`config.mk`:
```
export PLATFORM = sky130hd
export DESIGN_NAME = branch_resolve_controller
export DESIGN_NICKNAME = d
export VERILOG_FILES = /design/src/rtl/branch_resolve_controller.sv
export SDC_FILE = /design/constraint.sdc
export NUM_CORES = 1
export LEC_CHECK = 0
export CORE_AREA = 10 10 198 200
export CTS_CLUSTER_SIZE = 28
export DETAILED_ROUTE_END_ITERATION = 7
export DIE_AREA = 0 0 208 210
export PLACE_DENSITY = 0.82
export SKIP_CTS_REPAIR_TIMING = 1
export SYNTH_ARGS = -nofsm -noshare
export SYNTH_HDL_FRONTEND = slang
export SYNTH_SLANG_ARGS = --single-unit
```
`constraint.sdc`:
```
create_clock -name clock -period 2.92 [get_ports clock]
set_input_delay 0.876 -clock clock [delete_from_list [all_inputs] [get_ports clock]]
set_output_delay 0.876 -clock clock [all_outputs]
set_load 0.005 [all_outputs]
```
`src/rtl/branch_resolve_controller.sv`:
```
// Branch resolve controller: keeps an in-order queue of in-flight branch
// predictions between IF and EX, checks each one against the resolved outcome,
// drives a registered predictor update, and on a mispredict flushes, redirects
// fetch and holds new pushes off for a short recovery window.
module branch_resolve_controller #(
   parameter int DEPTH          = 4,
   parameter int RECOVER_CYCLES = 2,
   parameter int CNT_BITS       = 16
) (
   input  logic                       clock,
   input  logic                       reset,
   input  logic                       if_valid,
   input  logic [31:0]                if_pc,
   input  logic                       if_pred_taken,
   input  logic [31:0]                if_pred_target,
   input  logic                       if_target_valid,
   output logic                       push_ready,
   input  logic                       ex_valid,
   input  logic [31:0]                ex_pc,
   input  logic                       ex_taken,
   input  logic [31:0]                ex_target,
   output logic                       flush,
   output logic [31:0]                redirect_pc,
   output logic                       upd_enable,
   output logic [31:0]                upd_pc,
   output logic [31:0]                upd_target,
   output logic                       upd_taken,
   output logic [$clog2(DEPTH):0]     queue_count,
   output logic [CNT_BITS-1:0]        branch_count,
   output logic [CNT_BITS-1:0]        mispredict_count,
   output logic                       protocol_err
);

   localparam int PTR_BITS = $clog2(DEPTH);
   localparam int RC_BITS  = $clog2(RECOVER_CYCLES + 1);

   localparam logic [PTR_BITS:0]  FULL_COUNT = (PTR_BITS + 1)'(DEPTH);
   localparam logic [RC_BITS-1:0] RC_LOAD    = RC_BITS'(RECOVER_CYCLES);

   localparam logic [0:0] ST_RUN     = 1'b0;
   localparam logic [0:0] ST_RECOVER = 1'b1;

   logic [0:0]          state;
   logic [RC_BITS-1:0]  recover_cnt;

   logic [31:0]         q_pc          [DEPTH];
   logic                q_pred_taken  [DEPTH];
   logic [31:0]         q_pred_target [DEPTH];
   logic                q_target_valid[DEPTH];

   logic [PTR_BITS-1:0] rd_ptr;
   logic [PTR_BITS-1:0] wr_ptr;

   logic push_fire;
   logic pop_fire;
   logic head_present;
   logic pc_mismatch;
   logic dir_mismatch;
   logic tgt_mismatch;
   logic mispredict;
   logic err_now;

   // Push is allowed only while running and not full; never depends on a same-cycle pop.
   always_comb begin
      push_ready = (state == ST_RUN) && (queue_count < FULL_COUNT);
   end

   // Decode this cycle's push/pop and compare the head entry with the EX outcome.
   always_comb begin
      push_fire    = if_valid && push_ready;
      pop_fire     = ex_valid && (state == ST_RUN);
      head_present = (queue_count != '0);
      pc_mismatch  = q_pc[rd_ptr] != ex_pc;
      dir_mismatch = q_pred_taken[rd_ptr] != ex_taken;
      tgt_mismatch = ex_taken && (!q_target_valid[rd_ptr] || (q_pred_target[rd_ptr] != ex_target));
      mispredict   = pop_fire && head_present && (pc_mismatch || dir_mismatch || tgt_mismatch);
      err_now      = pop_fire && (!head_present || pc_mismatch);
   end

   // Prediction storage; stale slots are never read because pointers gate access.
   always_ff @(posedge clock) begin
      if (push_fire) begin
         q_pc[wr_ptr]           <= if_pc;
         q_pred_taken[wr_ptr]   <= if_pred_taken;
         q_pred_target[wr_ptr]  <= if_pred_target;
         q_target_valid[wr_ptr] <= if_target_valid;
      end
   end

   // Queue pointers and occupancy; a mispredict discards every younger entry, including a same-cycle push.
   always_ff @(posedge clock or negedge reset) begin
      if (!reset) begin
         rd_ptr      <= '0;
         wr_ptr      <= '0;
         queue_count <= '0;
      end else if (mispredict) begin
         rd_ptr      <= '0;
         wr_ptr      <= '0;
         queue_count <= '0;
      end else begin
         if (push_fire) begin
            wr_ptr <= wr_ptr + PTR_BITS'(1);
         end
         if (pop_fire && head_present) begin
            rd_ptr <= rd_ptr + PTR_BITS'(1);
         end
         case ({push_fire, pop_fire && head_present})
            2'b10:   queue_count <= queue_count + 1'b1;
            2'b01:   queue_count <= queue_count - 1'b1;
            default: queue_count <= queue_count;
         endcase
      end
   end

   // Recovery FSM: the flush cycle counts as the first recovery cycle.
   always_ff @(posedge clock or negedge reset) begin
      if (!reset) begin
         state       <= ST_RUN;
         recover_cnt <= '0;
      end else begin
         case (state)
            ST_RUN: begin
               if (mispredict) begin
                  state       <= ST_RECOVER;
                  recover_cnt <= RC_LOAD;
               end
            end
            ST_RECOVER: begin
               recover_cnt <= recover_cnt - 1'b1;
               if (recover_cnt <= RC_BITS'(1)) begin
                  state <= ST_RUN;
               end
            end
            default: begin
               state       <= ST_RUN;
               recover_cnt <= '0;
            end
         endcase
      end
   end

   // Registered predictor update, flush/redirect, statistics and sticky error.
   always_ff @(posedge clock or negedge reset) begin
      if (!reset) begin
         flush            <= 1'b0;
         redirect_pc      <= '0;
         upd_enable       <= 1'b0;
         upd_pc           <= '0;
         upd_target       <= '0;
         upd_taken        <= 1'b0;
         branch_count     <= '0;
         mispredict_count <= '0;
         protocol_err     <= 1'b0;
      end else begin
         flush      <= mispredict;
         upd_enable <= pop_fire;
         if (pop_fire) begin
            upd_pc       <= ex_pc;
            upd_target   <= ex_target;
            upd_taken    <= ex_taken;
            branch_count <= branch_count + 1'b1;
         end
         if (mispredict) begin
            redirect_pc      <= ex_taken ? ex_target : (ex_pc + 32'd4);
            mispredict_count <= mispredict_count + 1'b1;
         end
         if (err_now) begin
            protocol_err <= 1'b1;
         end
      end
   end

endmodule

```
# Word-level counts from Yosys, hierarchy flattened

Memories as Yosys holds them, arrays and structs flattened.
Index checks and enable logic that the tools add are counted.
Widths: inputs -> output; s select.

Bits in registers: 142
Output and inout port bits: 136
Memories: 4
Memory bits (writable): 264
Word-level logic and storage cells: 66

Order comparisons: 2
Eq/ne operators: 6
Reduce and logical (&&, ||, !) cells: 17
$add $sub $neg: 8
Multiplexer cells: 14
Bitwise logic cells: 1

Memories:

| memory         | words | bits a word | rd ports | clocked after memory_dff | wr ports | line | source |
|---|---|---|---|---|---|---|---|
| q_pc           | 4     | 32          | 1        | 0                        | 1        | 46   | `logic [31:0] q_pc [DEPTH];` |
| q_pred_target  | 4     | 32          | 1        | 0                        | 1        | 48   | `logic [31:0] q_pred_target [DEPTH];` |
| q_pred_taken   | 4     | 1           | 1        | 0                        | 1        | 47   | `logic q_pred_taken [DEPTH];` |
| q_target_valid | 4     | 1           | 1        | 0                        | 1        | 49   | `logic q_target_valid[DEPTH];` |

Operators with widths:

| kind                  | number |
|---|---|
| $ne 32x32->1          | 2 |
| $add 16x1->16 const B | 2 |
| $add 32x3->32 const B | 1 |
| $mux 32               | 1 |
| $mux 2                | 5 |
| $logic_and 1x1->1     | 7 |
| $pmux 3 s2            | 1 |
| $reduce_bool 3->1     | 2 |
| $add 2x1->2 const B   | 2 |
| $logic_or 1x1->1      | 4 |
| $mux 1                | 4 |
| $pmux 2 s2            | 1 |
| $reduce_bool 2->1     | 2 |
| $add 3x1->3 const B   | 1 |
| $lt 3x3->1 const B    | 1 |
| $mux 3                | 1 |
| $sub 3x1->3 const B   | 1 |
| $eq 2x1->1 const B    | 1 |
| $eq 2x2->1 const B    | 1 |
| $le 2x1->1 const B    | 1 |
| $logic_not 1->1       | 2 |
| $ne 2x2->1 const B    | 1 |
| $pmux 1 s2            | 1 |
| $sub 2x1->2 const B   | 1 |
| other kinds (2)       | 2 |

# Logic depth before layout (Yosys ltp)

An unclocked memory read counts as a cell.

Depth after elaboration: 8
Gate-level depth with buffers: 12

# Worst setup path after synthesis

OpenSTA, ideal clock, no wires.

Path type: flip-flop to flip-flop
From: register rd_ptr[0]
To: register redirect_pc[10]
Required time: 2795 ps
Data arrival time: 2849 ps
Stages on the path, launching flop included: 12
Slack: -54 ps
Buffers on the path: 3
Library setup time: 125 ps
Path through: dfrtp_1 > buf_6 > buf_2 > mux4_2 > xnor2_1 > nand4_1 > nor4_4 > a41oi_4 > o21ai_4 > inv_4 > buf_6 > mux2_4

Cells in the longest elaborated chain, start to end: 6

RTL lines:

| element                                                | line | source |
|---|---|---|
| start: declaration                                     | 51   | `logic [PTR_BITS-1:0] rd_ptr;` |
| start signal: assignment                               | 105  | `rd_ptr <= rd_ptr + PTR_BITS'(1);` |
| $mem_v2 4x32 / $mem_v2 4x1 (equally long branches)     | -    |  |
| $ne 32x32->1 / $logic_not 1->1 (equally long branches) | 75   | `tgt_mismatch = ex_taken && (!q_target_valid[rd_ptr] \|\| (q_pred_target[rd_ptr] != ex_target));` |
| $logic_or 1x1->1                                       | 75   |  |
| $logic_and 1x1->1                                      | 75   |  |
| $logic_or 1x1->1 *                                     | 76   | `mispredict = pop_fire && head_present && (pc_mismatch \|\| dir_mismatch \|\| tgt_mismatch);` |
| $logic_and 1x1->1 *                                    | 76   |  |
| end signal: assignment                                 | 164  | `redirect_pc <= ex_taken ? ex_target : (ex_pc + 32'd4);` |
| end: declaration                                       | 23   | `output logic [31:0] redirect_pc,` |

Mark *: on every way between the ends. The rest lies on a longest branch, timed or not.
A chain may end at the register's enable or synchronous reset.

# Worst setup path in the final report

From: register rd_ptr[0]
To: register redirect_pc[6]

The elaborated chain is that of the path after synthesis.

==> out/metrics.yaml <==
outcome:
  outcome: "finished, violations left"
  violations: "setup timing"
routing:
  routed_via_density: 5.44
  route.detailed.drc: 0
  highest_layer: "met5"
  postRouteAntennaNets: 0
  met2_length_microns: 23500
  drt-total-wl_microns: 48700
  first_iter_violations: 814
  dr.pass1.iters: 5
  wl_met1_microns: 19600
  via_count: 11000
  wire_per_inst_microns: 24.0
  route.met3.wl_microns: 3920
synthesis:
  yosysTopAreaCell: "edfxtp_1"
  synth_top_area_share_pct: 46.7
  syn_area_per_cell_sq_um: 15.1
  ys_seq_area_share_pct: 67.6
  syn_inst: 1127
  synth_ff_type: "edfxtp_1"
  syn_area_sq_um: 17000
  synth_edf_count: 264
  async_reset_ff_share_pct: 35.0
  ys_top_cells_by_count: "edfxtp_1, nand2_1, dfrtp_1"
  synth_seq_cells: 406
  synth_cell_type_count: 44
  netlist_top_cells_area: "edfxtp_1, dfrtp_1, mux4_2"
  yosysWarnings: 0
  yosysMostFrequentCell: "edfxtp_1"
  synth_nets: 1271
clock_network:
  cts-htree-levels: 2
  cts_root_buf: "clkbuf_16"
  numCtsBuffers: 42
  clkSinkCount: 406
  cts_tree: "built"
  clk_pin_slew_ps: 60
  clk_path_buf_depth: 3
  clock_latency_ps: 560
worst_hold_path:
  hold_class: "input port to asynchronous set/reset pin"
timing:
  worst_slack_ps: -248
  min_period_over_period_pct: 108
  finalHoldViolCount: 0
  layout_min_cycle_time_ps: 3170
  fmax_mhz: 316
  maxSlewHeadroom_pct: 57.9
  slew_violations: 0
  rsz0062_at_grt: "yes"
  fin_setup_tns_ps: -9760
  tightest_slew_ps: 632
  clock_skew_ps: 26.0
  setup_viol: 56
floorplanning:
  start_util_pct: 48.2
  die_area_sq_um: 43700
  ios: 271
  rows: 69
  die_w_microns: 208
  core_area_sq_um: 35200
  die_h_microns: 210
global_route:
  grt_max_degree: 67
  first_global_vias: 11700
  grt_pass1_wl_microns: 72200
  track_usage_pct: 21.6
  antenna_found_initial: 4
  grt_overflow_total: 0
layout:
  layout.cells.non_filler: 2029
  fillers: 2552
  nNetsFinal: 1675
  drive_gt1_share_pct: 21.3
  fin_util_pct: 64.8
  areaGrowthSynthToFinish_pct: 34.4
pwr:
  p_per_area_nw_per_um2: 915
  p_total_mw: 20.9
  leakagePower_nw: 8.66
  peakVddDrop_mv: 0.611
worst_setup_path:
  end_kind: "flop"
  crit_arrival_ps: 3610
  critPathRequiredTime_ps: 3360
  worstSetupPathType: "flop to flop"
  startpoint_type: "flop"
  ff2ff_setup_slack_ps: -250
  cp_max_fo: 17
run:
  cap_violations: 0
placed_design:
  dp.cells: 1941
  hpwl_microns: 34200
  portBuffers: 270
  gp_congestion: 0.864
==> metrics by stage <==
stage | setup slack, ps | hold WS (ps) | area [sq um]
2_1_floorplan | -9.75 | 468 | 17000
3_3_place_gp | -440 | 457 | 21200
3_5_place_dp | -514 | 462 | 21200
4_1_cts | -499 | 254 | 22600
5_1_grt | -398 | 268 | 22800
6_report | -248 | 258 | 22800
==> layout by cell type (no fill, tap or decap), types with 17 or more instances in the layout <==
| cell | n |
|---|---|
| clkbuf_16 | 44 |
| mux2_4 | 31 |
| buf_4 | 120 |
| mux4_2 | 63 |
| nand2_1 | 241 |
| dfrtp_1 | 140 |
| xor2_1 | 27 |
| edfxtp_1 | 264 |
| clkdlybuf4s50_1 | 268 |
| o21ai_0 | 37 |
| nor2_1 | 26 |
| nand3_1 | 17 |
| xnor2_1 | 97 |
| nand4_1 | 24 |
==> kinds of logic (layout without fill, tap and decap cells) <==
family | after synthesis | after routing | share of synthesized area, %
adder cells (fa/ha/maj) | 9 | 9 | 0.707
XOR/XNOR | 130 | 130 | 6.70
flip-flops | 406 | 406 | 67.6
other | 0 | 3 | 0
AO/OA/AOI/OAI | 60 | 60 | 2.29
multiplexers | 106 | 106 | 11.8
buffers and inverters | 64 | 502 | 1.96
AND/OR/NAND/NOR | 352 | 352 | 8.91
==> power by group <==
group | leakage (nW) | switching [mW] | internal (mW)
Combinational | 3.83 | 3.22 | 3.96
Clock | 0.676 | 2.19 | 3.25
Sequential | 4.16 | 0.786 | 7.49
==> layout make-up <==
cell class,instances,area (sq um),area share (%)
sequential,406,11500,50.3
multi-input combinational,657,5320,23.3
timing repair buffer,412,4000,17.5
clock buffer,55,1120,4.90
tap,461,577,2.53
clock inverter,23,279,1.22
inverter,12,47.5,0.208
antenna,3,7.51,0.0329
==> final timing paths <==
check	cells past startpoint	endpoint	startpoint
min in group clock	1	mispredict_count[15]	mispredict_count[15]
setup / recovery	13	redirect_pc[6]	rd_ptr[0]
hold reg to reg	1	mispredict_count[15]	mispredict_count[15]
max in group asynchronous	2	mispredict_count[7]	reset
hold / removal	1	mispredict_count[14]	reset
setup reg to reg	13	redirect_pc[6]	rd_ptr[0]
==> worst max-delay path: stages (launching register included) <==
cell and delay, ps:
dfrtp_4 540, buf_12 180, buf_12 140, buf_4 130
mux4_2 460, xnor2_2 160, nand4_1 160, nor4_2 280
buf_4 190, nand3_4 80, o21ai_4 170, inv_4 70
buf_12 170, mux2_4 310
==> metal layers <==
metal	GRT usage, %	vias up
met2	35.4	434
met4	7.50	2
met5	0	-
li1	-	4911
met3	6.51	87
met1	26.9	5598
==> state kept, by name, summed over array words and instances (netlist names) <==
name and flops:
rd_ptr 2, q_pred_target 128, q_pred_taken 4, redirect_pc 32, upd_taken 1, mispredict_count 16, state 1, upd_pc 32
wr_ptr 2, q_target_valid 4, q_pc 128, recover_cnt 2, protocol_err 1, upd_enable 1, queue_count 3, branch_count 16
upd_target 32, flush 1
Note: power is estimated with default switching activity, not from simulation.
